--- src/rtl/hash_bridge_pkg.sv ---
// hash_bridge_pkg: opcodes, result flag positions and field offsets shared by the hash stream bridge.
package hash_bridge_pkg;
  typedef enum logic [1:0] {OP_READ, OP_WRITE, OP_DELETE, OP_RSVD} op_e;
  localparam int FLAGS_W = 4;
  localparam int FLAG_KEY_PRESENT = 3;
  localparam int FLAG_NO_ELEMENT = 2;
  localparam int FLAG_NO_SPACE = 1;
  localparam int FLAG_NO_DELETE = 0;
  function automatic int key_msb(input int out_w);
    return out_w - FLAGS_W - 1;
  endfunction
endpackage

--- src/rtl/sync_fifo.sv ---
// sync_fifo: single-clock FIFO with occupancy count; unregistered read data from the head slot.
module sync_fifo #(
  parameter int WIDTH = 8,
  parameter int DEPTH = 4
) (
  input  logic                     clk,
  input  logic                     reset,
  input  logic                     push,
  input  logic                     pop,
  input  logic [WIDTH-1:0]         din,
  output logic [WIDTH-1:0]         dout,
  output logic                     full,
  output logic                     empty,
  output logic [$clog2(DEPTH):0]   count
);
  localparam int AW = $clog2(DEPTH);
  logic [WIDTH-1:0] mem [DEPTH];
  logic [AW-1:0] rd, wr;
  logic push_ok, pop_ok;
  assign empty = count == '0;
  assign full = count == (AW+1)'(DEPTH);
  assign push_ok = push & !full;
  assign pop_ok = pop & !empty;
  assign dout = mem[rd];
  always_ff @(posedge clk) begin
    if (reset) begin
      rd <= '0;
      wr <= '0;
      count <= '0;
    end else begin
      if (push_ok) mem[wr] <= din;
      wr <= wr + AW'(push_ok);
      rd <= rd + AW'(pop_ok);
      count <= count + (AW+1)'(push_ok) - (AW+1)'(pop_ok);
    end
  end
endmodule

--- src/rtl/axis_hash_bridge.sv ---
// axis_hash_bridge: AXI-Stream front end for hash_table; credit-gated request issue,
// in-order result buffering, local reserved-op results and a saturating error counter.
module axis_hash_bridge
  import hash_bridge_pkg::*;
#(
  parameter int KEY_WIDTH  = 5,
  parameter int DATA_WIDTH = 25,
  parameter int OUT_WIDTH  = 64,
  parameter int ECHO_KEY   = 1,
  parameter int RSP_DEPTH  = 4
) (
  input  logic                                      clk,
  input  logic                                      reset,
  input  logic [2+KEY_WIDTH+DATA_WIDTH-1:0]         data_i,
  input  logic                                      valid_i,
  output logic                                      ready_o,
  input  logic                                      last_i,
  input  logic [(2+KEY_WIDTH+DATA_WIDTH+7)/8-1:0]   keep_i,
  output logic [OUT_WIDTH-1:0]                      data_o,
  output logic                                      valid_o,
  input  logic                                      ready_i,
  output logic                                      last_o,
  output logic [OUT_WIDTH/8-1:0]                    keep_o,
  output logic                                      req_valid_o,
  input  logic                                      req_ready_i,
  output logic [1:0]                                req_op_o,
  output logic [KEY_WIDTH-1:0]                      req_key_o,
  output logic [DATA_WIDTH-1:0]                     req_data_o,
  input  logic                                      rsp_valid_i,
  input  logic [DATA_WIDTH-1:0]                     rsp_data_i,
  input  logic [3:0]                                rsp_flags_i,
  output logic [15:0]                               err_count_o
);
  localparam int CW = $clog2(RSP_DEPTH) + 1;
  localparam int KMSB = key_msb(OUT_WIDTH);
  if (OUT_WIDTH % 8 != 0 || OUT_WIDTH < FLAGS_W + DATA_WIDTH + ECHO_KEY * KEY_WIDTH) begin : g_width_check
    $error("axis_hash_bridge: OUT_WIDTH must be a multiple of 8 and hold flags, key and data");
  end
  logic [1:0] op;
  logic [KEY_WIDTH-1:0] key, tag_key;
  logic [DATA_WIDTH-1:0] data;
  logic legal, credit_ok, accept, rsvd_acc, rsp_ok, pop;
  logic tag_last, tag_full, tag_empty, res_full, res_empty, res_last, res_dout_last;
  logic [CW-1:0] outstanding, res_count;
  logic [CW:0] used;
  logic [OUT_WIDTH-1:0] res_word, res_dout;
  logic unused_sig;
  assign {op, key, data} = data_i;
  assign legal = op != OP_RSVD;
  assign used = {1'b0, outstanding} + {1'b0, res_count};
  assign credit_ok = used < (CW+1)'(RSP_DEPTH);
  assign req_valid_o = !reset & valid_i & legal & credit_ok;
  // reserved op waits for the core to drain so its local result keeps response order
  assign ready_o = !reset & (legal ? req_ready_i & credit_ok : outstanding == '0 & !res_full);
  assign {req_op_o, req_key_o, req_data_o} = data_i;
  assign accept = valid_i & ready_o & legal;
  assign rsvd_acc = valid_i & ready_o & !legal;
  assign rsp_ok = rsp_valid_i & !tag_empty;
  assign pop = valid_o & ready_i;
  assign res_last = rsvd_acc ? last_i : tag_last;
  assign valid_o = !res_empty;
  assign data_o = res_empty ? '0 : res_dout;
  assign last_o = !res_empty & res_dout_last;
  assign keep_o = '1;
  assign unused_sig = ^{keep_i, tag_full};
  always_comb begin
    res_word = '0;
    res_word[OUT_WIDTH-1 -: FLAGS_W] = rsvd_acc ? 4'hF : rsp_flags_i;
    if (ECHO_KEY != 0) res_word[KMSB -: KEY_WIDTH] = rsvd_acc ? key : tag_key;
    res_word[DATA_WIDTH-1:0] = rsvd_acc ? '0 : rsp_data_i;
  end
  sync_fifo #(.WIDTH(KEY_WIDTH+1), .DEPTH(RSP_DEPTH)) u_tag (
    .clk(clk), .reset(reset), .push(accept), .pop(rsp_ok), .din({last_i, key}),
    .dout({tag_last, tag_key}), .full(tag_full), .empty(tag_empty), .count(outstanding)
  );
  sync_fifo #(.WIDTH(OUT_WIDTH+1), .DEPTH(RSP_DEPTH)) u_res (
    .clk(clk), .reset(reset), .push(rsp_ok | rsvd_acc), .pop(pop), .din({res_last, res_word}),
    .dout({res_dout_last, res_dout}), .full(res_full), .empty(res_empty), .count(res_count)
  );
  always_ff @(posedge clk) begin
    if (reset) err_count_o <= '0;
    else if (pop && |res_dout[OUT_WIDTH-1 -: FLAGS_W] && err_count_o != 16'hFFFF) err_count_o <= err_count_o + 16'd1;
  end
endmodule

--- config.mk ---
export PLATFORM = sky130hd
export DESIGN_NAME = axis_hash_bridge
export DESIGN_NICKNAME = d
export VERILOG_FILES = /design/src/rtl/hash_bridge_pkg.sv /design/src/rtl/sync_fifo.sv /design/src/rtl/axis_hash_bridge.sv
export SDC_FILE = /design/constraint.sdc
export NUM_CORES = 1
export LEC_CHECK = 0
export CORE_UTILIZATION = 45
export DETAILED_ROUTE_END_ITERATION = 10
export GPL_TIMING_DRIVEN = 0
export PLACE_DENSITY_LB_ADDON = 0.2
export SLEW_MARGIN = 5
export SYNTH_ARGS = -nofsm -noshare
export SYNTH_HDL_FRONTEND = slang
export SYNTH_HIERARCHICAL = 1
export SYNTH_SLANG_ARGS = --single-unit
--- constraint.sdc ---
create_clock -name clk -period 11.01 [get_ports clk]
set_input_delay 1.101 -clock clk [delete_from_list [all_inputs] [get_ports clk]]
set_output_delay 1.101 -clock clk [all_outputs]
set_load 0.05 [all_outputs]
-- Word-level counts from Yosys, hierarchy flattened
Memories as Yosys holds them, arrays and structs flattened. A register that Yosys moved wholly into a read port is not among the register bits.
Index checks and enable logic that the tools add are counted.
- RAM bits: 164
- bits in registers: 30
- output and inout port bits: 124
- memory bits (read-only): 0
- memories kept: 2
- bits of input ports: 72
- latch bits: 0
- logic and storage cells: 66
- memories (name ; words ; width ; rd ports ; clocked after memory_dff ; write ports ; line ; text):
    u_res.mem ; 4 ; 35 ; 1 ; 1 ; 1 ; sync_fifo.sv:17 ; logic [WIDTH-1:0] mem [DEPTH];
    u_tag.mem ; 4 ; 6 ; 1 ; 1 ; 1 ; sync_fifo.sv:17 ;
- $lt $le $gt $ge: 1
- multipliers: 0
- equality and inequality tests: 4
- bitwise logic cells: 17
- shifts and indexed selects: 0
- reductions and logical operators: 11
- multiplexer cells: 14
- div/mod/pow operators: 0
- add/subtract/negate cells: 10
- operator list (kind ; count):
    two-way mux 64 bit ; 1
    two-way mux 25 bit ; 1
    adder 16 x 1 -> 16 bit, second input constant ; 1
    AND 1 bit ; 16
    inequality test 16 bit, second input constant ; 1
    adder 2 x 1 -> 2 bit ; 4
    two-way mux 1 bit ; 8
    adder 3 x 1 -> 3 bit ; 2
    == test 3 bit, second input constant ; 2
    logical NOT 1 bit ; 6
    logical NOT 3 bit ; 2
    subtractor 3 x 1 -> 3 bit ; 2
    two-way mux 5 bit ; 1
    adder 3 x 3 -> 4 bit ; 1
    less-than comparator 4 x 3 -> 1 bit, second input constant ; 1
    two-way mux 2 bit ; 2
    two-way mux 4 bit ; 1
    OR reduction 4 bit ; 1
    logical AND 1 bit ; 2
    inequality test 2 bit, second input constant ; 1
    bitwise OR 1 bit ; 1

-- Longest topological paths before layout
Gate-level depths: netlist of run 1.
- word-level depth: 12
- gate-level depth with buffers: 14
- gate-level depth less buffers: 12

-- Modules after synthesis
Netlist of run 1, hierarchy kept.
- modules (own cells, without submodules) (module ; area an instance (um^2) ; instances ; seq. area each (um^2) ; cells each):
    sync_fifo (u_res) ; 9779.4 ; 1 ; 7947.6 ; 378
    axis_hash_bridge ; 2004.4 ; 1 ; 320.3 ; 267
    sync_fifo (u_tag) ; 1271.2 ; 1 ; 860.8 ; 70

-- Least setup slack after synthesis of run 1
Ideal clock, no wire load.
- kind: input-to-reg
- from: input port reset
- to: memory u_res/mem[1][0] (netlist name), enable pin
- path buffers: 3
- data arrival time: 8.709 ns
- data required time: 10.339 ns
- slack: 1.630 ns
- library setup time: 0.671 ns
- stages on the path: 8
- cells stage by stage: clkbuf_2 -> inv_1 -> nand3b_2 -> clkbuf_1 -> o21ai_0 -> nand2b_1 -> buf_2 -> nor4b_1
- cells in the longest elaborated chain, start to end: 9
- RTL lines (element ; line ; text):
    start: declaration ; axis_hash_bridge.sv:13 ; input logic reset,
    logical NOT 1 bit ; axis_hash_bridge.sv:54 ; assign ready_o = !reset & (legal ? req_ready_i & credit_ok : outstanding == '0 & !res_full);
    AND 1 bit ; axis_hash_bridge.sv:54 ;
    AND 1 bit (2 in series) ; axis_hash_bridge.sv:57 ; assign rsvd_acc = valid_i & ready_o & !legal;
    bitwise OR 1 bit ; axis_hash_bridge.sv:77 ; .clk(clk), .reset(reset), .push(rsp_ok | rsvd_acc), .pop(pop), .din({res_last, res_word}),
    AND 1 bit ; sync_fifo.sv:22 ; assign push_ok = push & !full;
    two-way mux 1 bit ; sync_fifo.sv:31 ; if (push_ok) mem[wr] <= din;
    two-way mux 1 bit (*) ; sync_fifo.sv:26 ; if (reset) begin
    two-way mux 1 bit (implied by the code) (*) ; sync_fifo.sv:31 ;
    end: declaration ; sync_fifo.sv:17 ;
Every way passes the cells marked *; elsewhere a longest branch is shown, timed or not.

-- Worst setup path after layout of run 1
- from: input port reset
- to: memory u_res/mem[2][36] (netlist name), enable pin
The elaborated chain is that of the path after synthesis.

==> results of run 1 <==
==> area by class of cell <==
class                   instances  area [sq um]  area share (%)
flip-flops and latches        314          9130            53.8
inverters                      10          37.5           0.221
repair buffers                201          1940            11.4
well taps                     378           473            2.79
clock inverters                13          85.1           0.502
multi-input cells             442          3850            22.7
clock buffers                  42           902            5.32
plain buffers                  75           544            3.21
==> worst min path at each step <==
stage,depth (start not counted),endpoint
final,2,err_count_o[11]
after global routing,2,err_count_o[11]
after CTS,2,err_count_o[11]
after detailed placement,2,err_count_o[11]
after global placement,2,err_count_o[11]
after floorplan,2,u_res/wr[1]
==> stage by stage <==
| stage | setup slack (ns) | cells | cell area [sq um] |
|---|---|---|---|
| floorplan | 1.63 | 841 | 13500 |
| global placement | -5.28 | 1377 | 15600 |
| detailed placement | 5.92 | 1420 | 16000 |
| CTS | 6.35 | 1475 | 17000 |
| global route | 6.17 | 1475 | 17000 |
| finish | 6.47 | 1475 | 17000 |
==> flip-flops by register name (all words and copies together), names as in the netlist <==
signal / flops
u_tag/wr: 2
u_res/count: 3
err_count_o: 16
u_res/wr: 2
u_tag/mem: 24
u_res/mem: 260
u_tag/rd: 2
u_res/rd: 2
u_tag/count: 3
==> synth_stat cells (all sizes together) (2+ instances only) <==
master	instances	area, sq um
edfxtp	284	8530
nor2b	72	458
mux4	71	1600
buf	59	483
dfxtp	30	601
and2	26	163
clkbuf	16	61.3
a21oi	13	65.1
nand2	11	43.8
o31ai	11	87.6
inv	10	37.5
nor2	10	37.5
or4	9	72.6
nand2b	8	50.1
nand3	8	40.0
nor3	8	40.0
ha	7	87.6
mux2	6	67.6
nand4	6	65.1
xnor2	6	52.6
xor2	6	60.1
o21ai	5	25.0
nor4	4	40.0
nor4b	4	56.3
o311ai	4	35.0
and3	3	23.8
or3	3	18.8
conb	2	7.51
fa	2	40.0
nor3b	2	20.0
o41ai	2	17.5
==> per-layer routing <==
layer | wire [um] | share of wire (%)
met1 | 10500 | 41
met2 | 13200 | 52
met3 | 1190 | 4.7
met4 | 401 | 1.6
met5 | 13 | 0.051
==> cells by family after synthesis <==
| kind of cell | count (synthesis) | share of synthesized area, % |
|---|---|---|
| AOI/OAI and AO/OA | 39 | 2.07 |
| xor gates and xnor gates | 12 | 0.863 |
| adders and majority gates | 9 | 0.978 |
| buffers and inverters | 85 | 4.46 |
| DFF | 314 | 69.9 |
| muxes | 77 | 12.8 |
| other | 2 | 0.0575 |
| and+or+nand+nor | 177 | 8.88 |
==> worst max-delay path, stage by stage <==
cell and delay [ns]:
clkdlybuf4s50_1 0.50, clkbuf_2 0.22, inv_1 0.22, nand3b_2 0.28, clkbuf_1 0.33, o21ai_0 0.15
nand2b_1 0.07, buf_2 0.17, nor4b_2 0.80, buf_6 0.24, buf_4 0.19, buf_6 0.15
buf_4 0.16, buf_4 0.15
==> report_power, final <==
part	leakage (nW)	switching, mW	total (mW)	internal (mW)
Clock	0.485	0.417	1.02	0.600
Sequential	2.80	0.0251	1.38	1.36
Combinational	2.51	0.871	1.30	0.432
==> results.toml, run 1 <==
[run_status]
status = "finished clean"

[drt]
wl_per_cell_um = 17.2
ant_nets = 0
drc = 0
via_per_inst = 4.79
firstDrtPassIters = 5
wl_um = 25300
vias = 7072
first_iter_violations = 344

[timing]
hold_ws_ns = 0.520
layout_min_cycle_time_ns = 4.54
fin_skew_ns = 0.0150
period_share_pct = 41.2
slew_headroom_pct = 29.6
finalSetupViolCount = 0
rsz0062_at_grt = "no"
drv_slew = 0
hold_violations = 0
max_freq_mhz = 220
worstMarginPinSlew_ns = 1.05
setup_tns_ns = 0

[die]
rows = 61
die_w_um = 172
start_util_pct = 46.4
dieArea_sq_mm = 0.0297
core_sq_mm = 0.0282
dieHeight_um = 172
pin_count = 196

[synth]
avgSynthCellArea_sq_um = 18.3
synth_cell_types = 57
synth_seq_cells = 314
yosysWarningCount = 6
ys_dominant_reg_cell = "edfxtp_1"
netlist_area_sq_mm = 0.0131
synth-async-reset-ratio_pct = 0
synthCells = 715
synth-edff-count = 284
ys_seq_area_share_pct = 69.9

[setup_path]
critPathCaptureType = "flop"
reg2reg_depth = 14
worstPathMaxFanout = 10
start_kind = "primary input"
crit_end = "u_res/mem[2][36]"
rr_startpoint = "u_res/count[1]"
rrSetupSlack_ns = 6.98
timing.rr.end = "u_res/mem[2][36]"
cp.arrival_ns = 4.75
criticalPathCategory = "in2reg"
worst_ep_required_time_ns = 11.22
crit_start = "reset"

[placement]
io_buffer_count = 158
hpwl_um = 18000
gp_congestion = 0.773

[clocking]
hold_buffers = 0
cts_tree = "yes"
cts_max_level = 2
clkLatencyLatePin_ns = 0.50
cts_resized = 0
cts.sinks = 314
clk_pin_slew_ns = 0.06
cts_root_buf = "clkbuf_16"
clock_path_buffers = 3
numCtsBuffers = 34
cts_setup_buffers = 0

[cells_and_area]
layout_common_cells = "edfxtp_1 (284), clkdlybuf4s50_1 (158), conb_1 (128), buf_4 (78)"
final_util_pct = 60.2
final_nets = 1159
layout-drive-gt1-share_pct = 22.2
num-fill-cells = 2139
syn_to_final_growth_pct = 29.9
final_common_cell = "edfxtp_1"
antenna_cells = 0

[global_route]
grt_pass1_vias = 7143
grt_max_degree = 14
grt_pass1_wl_um = 38900
antenna_found_initial = 1
grt.met1_usage_pct = 22.2
top_usage_layer = "met2"
grt_use_met2_pct = 31.9
gr-total-overflow = 0
met3_usage_pct = 3.02
grtUsageTotal_pct = 17.8

[min_path]
hold_start = "err_count_o[11]"
hold_path_class = "reg2reg"

[power_and_ir_drop]
total_power_mw = 3.70
leakage_nw = 5.79
peakVddDrop_v = 0.000183
power.density_mw_per_mm2 = 218

[flow_run]
drv_cap = 0
Power figures use the tool's default switching activity.
==> inputs of run 2 (changes only) <==
==> constraint.sdc (replaced) <==
create_clock -name clk -period 4.1 [get_ports clk]
set_input_delay 0.41 -clock clk [delete_from_list [all_inputs] [get_ports clk]]
set_output_delay 0.41 -clock clk [all_outputs]
set_load 0.05 [all_outputs]
==> run 2 against run 1 <==
Effect of this change: critical path depth shrank 9; utilization grew 0.38 points; via count is 2.0% lower; sequential power grew to 2.7 times the previous value; die area unchanged; highest routed layer is now met4.
==> results.toml, run 2 (synthesis results as in run 1) <==
[run_status]
status = "finished clean"

[drt]
vias = 6930
wl_per_cell_um = 17.0
drc = 0
wl_um = 24800
via_per_inst = 4.75
first_iter_violations = 411
ant_nets = 0
firstDrtPassIters = 4

[global_route]
antenna_found_initial = 0
gr-total-overflow = 0
grt_max_degree = 15
grt_pass1_vias = 7046
grt_pass1_wl_um = 38800
grtUsageTotal_pct = 17.4

[clocking]
clk_pin_slew_ns = 0.06
cts_setup_buffers = 0
cts_max_level = 1
cts_resized = 0
cts_root_buf = "clkbuf_16"
numCtsBuffers = 31
clkLatencyLatePin_ns = 0.54
cts_tree = "yes"
clock_path_buffers = 3
cts.sinks = 314
hold_buffers = 0

[die]
die_w_um = 172
dieHeight_um = 172
dieArea_sq_mm = 0.0297
rows = 61
start_util_pct = 46.4
pin_count = 196
core_sq_mm = 0.0282

[setup_path]
worst_ep_required_time_ns = 3.69
start_kind = "flop"
criticalPathCategory = "reg2out"
critPathCaptureType = "primary output"
cp.arrival_ns = 3.47
cpMostUsedCell = "clkbuf_1"
cp_cell_sequence = "nor3_1, clkbuf_1, clkbuf_1, nor2b_1, clkdlybuf4s50_1"
cpPeakStageDelay_ns = 0.73
worstPathMaxFanout = 10
slowest_stage = "clkdlybuf4s50_1"

[cells_and_area]
largest_register_ffs = 260
layout_common_cells = "edfxtp_1 (284), clkdlybuf4s50_1 (158), conb_1 (128), nor2b_1 (71), mux4_2 (71)"
design_area_sq_mm = 0.0171
syn_to_final_growth_pct = 30.7
final_common_cell = "edfxtp_1"
reg_top3 = "u_res/mem x260, u_tag/mem x24, err_count_o x16"
num-fill-cells = 2106
final_nets = 1138
final_util_pct = 60.6
antenna_cells = 0
regMostFlops = "u_res/mem"
layout-drive-gt1-share_pct = 21.3

[timing]
hold_violations = 0
finalSetupViolCount = 0
finalWorstSetupSlack_ns = 0.219
hold_ws_ns = 0.521
fin_skew_ns = 0.00894
rsz0062_at_grt = "no"
layout_min_cycle_time_ns = 3.88
drv_slew = 0
period_share_pct = 94.7
slew_headroom_pct = 28.5
max_freq_mhz = 258
worstMarginPinSlew_ns = 1.06

[power_and_ir_drop]
p_sw_share_pct = 34.9
clock_power_share_pct = 28.6
seq_power_share_pct = 36.7
peakVddDrop_v = 0.000489
total_power_mw = 10.1
leakage_nw = 5.78
power.density_mw_per_mm2 = 593
p_int_mw = 6.58
p_sw_mw = 3.53
combPwrFrac_pct = 34.7

[placement]
pre_cts_slack_ns = 0.0561
io_buffer_count = 158
hpwl_um = 17600
gp_congestion = 0.768
place_area_sq_mm = 0.0160

[flow_run]
drv_cap = 0

[min_path]
hold_path_class = "reg2reg"
==> run 2: changes by cell type in the layout (fill, tap and decap cells not counted), moves of 2 or more <==
| cell | previous run | this run |
|---|---|---|
| buf_16 | 0 | 3 |
| buf_4 | 78 | 44 |
| buf_6 | 12 | 18 |
| buf_8 | 0 | 7 |
| bufinv_16 | 1 | 6 |
| clkbuf_16 | 35 | 31 |
| clkinv_1 | 7 | 5 |
| clkinv_2 | 4 | 7 |
| nor4b_2 | 3 | 1 |
| nor4b_4 | 1 | 3 |
==> run 2: critical path: cells and delay by family, from the launching register on <==
family,cells,cell delay [ns]
buffers and inverters,3,1.80
DFF,1,0.38
and+or+nand+nor,2,0.75
==> run 2: power groups by stage <==
stage               Clock, mW  Sequential (mW)  Combinational, mW
floorplan                   0             3.79               2.34
global placement            0             3.79               3.49
detailed placement          0             3.78               3.56
CTS                      2.96             3.72               3.57
global route             3.08             3.73               3.72
finish                   2.89             3.71               3.51
==> run 2: routing by layer <==
layer / track usage [%] / vias up / routed length, um
met5: 0 / - / 0
li1: - / 3319 / -
met2: 29.7 / 201 / 12500
met1: 23.5 / 3379 / 10600
met3: 2.63 / 31 / 1330
met4: 4.23 / 0 / 389
==> run 2: final cells by class <==
cell class              instances  area, sq um  area share (%)
plain buffers                  75          544            3.19
clock buffers                  38          812            4.76
clock inverters                19          241            1.42
inverters                      10         37.5           0.220
multi-input cells             442         3890            22.8
flip-flops and latches        314         9130            53.5
well taps                     378          473            2.77
repair buffers                183         1940            11.4
==> run 2: final timing paths <==
check / start / endpoint / slack [ns] / depth (start not counted)
setup / recovery: u_res/count[1] / data_o[39] / 0.22 / 5
hold / removal: err_count_o[15] / err_count_o[15] / 0.52 / 2
setup reg to reg: u_res/count[1] / u_res/mem[1][34] / 0.53 / 13
hold reg to reg: err_count_o[15] / err_count_o[15] / 0.52 / 2
==> run 2: metrics by stage <==
stage,cells,TNS (ns)
after CTS,1459,0
after floorplan,841,-0.595
after detailed placement,1402,0
after global routing,1459,0
final,1459,0
after global placement,1377,-571.54
==> inputs of run 3 (changes only) <==
--- a/config.mk
+++ b/config.mk
@@ -8,7 +8,7 @@
 export CORE_UTILIZATION = 45
 export DETAILED_ROUTE_END_ITERATION = 10
 export GPL_TIMING_DRIVEN = 0
-export PLACE_DENSITY_LB_ADDON = 0.2
+export PLACE_DENSITY_LB_ADDON = 0.3
 export SLEW_MARGIN = 5
 export SYNTH_ARGS = -nofsm -noshare
 export SYNTH_HDL_FRONTEND = slang
==> run 3 against run 2 <==
Effect of this change: via count rose by 2.4%; register-to-register slack got worse by 0.10 ns; non-clock buffer count fell by 3.
==> results.toml, run 3 (synthesis results as in run 1) <==
[global_route]
grt_pass1_vias = 7037
met3_usage_pct = 2.33
grt_max_degree = 17
gr-total-overflow = 0
top_usage_layer = "met2"
grtUsageTotal_pct = 17.5
antenna_found_initial = 0
grt.met1_usage_pct = 22.9
grt_pass1_wl_um = 38800
grt_use_met2_pct = 30.5

[clocking]
cts_max_level = 1
cts_root_buf = "clkbuf_16"
cts_tree = "yes"
hold_buffers = 0
cts.sinks = 314
cts_resized = 0
clk_pin_slew_ns = 0.06
clock_path_buffers = 3
cts_setup_buffers = 0
clkLatencyLatePin_ns = 0.55
numCtsBuffers = 31

[timing]
hold_violations = 0
finalSetupViolCount = 0
rsz0062_at_grt = "no"
period_share_pct = 92.5
hold_ws_ns = 0.516
layout_min_cycle_time_ns = 3.79
setup_tns_ns = 0
max_freq_mhz = 264
fin_skew_ns = 0.0204
finalWorstSetupSlack_ns = 0.308
drv_slew = 0
slew_headroom_pct = 33.8
worstMarginPinSlew_ns = 0.985

[cells_and_area]
num-fill-cells = 2083
regMostFlops = "u_res/mem"
syn_to_final_growth_pct = 30.3
layout-drive-gt1-share_pct = 20.9
antenna_cells = 0
reg_top3 = "u_res/mem x260, u_tag/mem x24, err_count_o x16"
final_nets = 1135
largest_register_ffs = 260
final_common_cell = "edfxtp_1"
layout_common_cells = "edfxtp_1 (284), clkdlybuf4s50_1 (158), conb_1 (128), nor2b_1 (71), mux4_2 (71)"
final_util_pct = 60.4

[placement]
pre_cts_slack_ns = -0.00597
io_buffer_count = 158
hpwl_um = 17600
gp_congestion = 0.800

[die]
rows = 61
dieHeight_um = 172
start_util_pct = 46.4
core_sq_mm = 0.0282
die_w_um = 172
dieArea_sq_mm = 0.0297
pin_count = 196

[setup_path]
crit_buf_inv = 3
worst_ep_required_time_ns = 3.69
rr_startpoint = "u_res/count[1]"
cpLargestDelayFamily = "buffers and inverters"
cpPeakStageDelay_ns = 0.74
cp_cell_sequence = "nor3_1, clkbuf_2, clkbuf_1, nor2b_1, clkdlybuf4s50_1"
slowest_stage = "clkdlybuf4s50_1"
cp.arrival_ns = 3.38
criticalPathCategory = "reg2out"
start_kind = "flop"
critPathCaptureType = "primary output"
worstPathMaxFanout = 10
reg2reg_depth = 12
rrSetupSlack_ns = 0.43
timing.rr.end = "u_res/mem[3][52]"

[drt]
via_per_inst = 4.88
vias = 7093
drc = 0
firstDrtPassIters = 4
wl_um = 25200
wl_per_cell_um = 17.3
ant_nets = 0
first_iter_violations = 405

[min_path]
hold_path_class = "in2reg"
hold_path_end = "u_res/count[0]"
holdPathStages = 2
hold_start = "reset"

[power_and_ir_drop]
peakVddDrop_v = 0.000541
power.density_mw_per_mm2 = 595
leakage_nw = 5.74

[run_status]
status = "finished clean"

[flow_run]
drv_cap = 0
-- run 3: cell types whose count changed in the layout (fill, tap and decap cells not counted), sizes merged --
cell and delta:
clkbuf +1, clkinv -5, buf -3, clkinvlp +2
-- run 3: through the flow --
step	instance area [sq um]	instances	total power, mW
after floorplan	13600	841	6.13
final	17000	1454	10.1
after global placement	15600	1377	7.29
after global routing	17000	1454	10.5
after detailed placement	16000	1399	7.34
after CTS	17000	1454	10.2
-- run 3: worst reg2reg max path, cell delays in order, from the launching register on --
cell,delay (ns)
dfxtp_1,0.47
nor3b_1,0.11
nor4_1,0.22
nand3_1,0.14
nand3b_4,0.27
clkbuf_1,0.33
o21ai_0,0.16
nand2b_1,0.06
buf_2,0.20
nor3_4,0.82
buf_16,0.24
buf_16,0.16
buf_8,0.17
-- run 3: worst max path at each step --
stage,from,endpoint,slack (ns),cells past startpoint
2_1_floorplan,u_tag/count[1],u_res/mem[1][0],-0.009,8
3_3_place_gp,reset,u_res/mem[1][41],-2.48,9
3_5_place_dp,reset,u_res/mem[3][39],-0.006,12
4_1_cts,u_res/count[1],data_o[32],0.02,5
5_1_grt,u_res/count[1],u_res/mem[3][52],0.07,12
6_report,u_res/count[1],data_o[34],0.31,5
-- run 3: where the power goes --
group	switching, mW	leakage [nW]	internal [mW]
combinational	2.36	2.44	1.16
sequential	0.0696	2.80	3.64
clock	1.13	0.495	1.76
total	3.55	5.74	6.56
-- run 3: final cells by class --
cell class	instances	area, sq um	area share (%)
buffer	75	546	3.21
clock buffer	39	806	4.74
clock inverter	16	233	1.37
inverter	10	37.5	0.221
multi-input combinational	442	3890	22.9
sequential	314	9130	53.7
tap	378	473	2.78
timing repair buffer	180	1900	11.1
-- run 3: metal layers --
layer  wire length [um]  vias to the layer above
met5                  0                        -
met4                563                        0
met3               1180                       40
met2              12900                      202
met1              10500                     3530
li1                   -                     3321
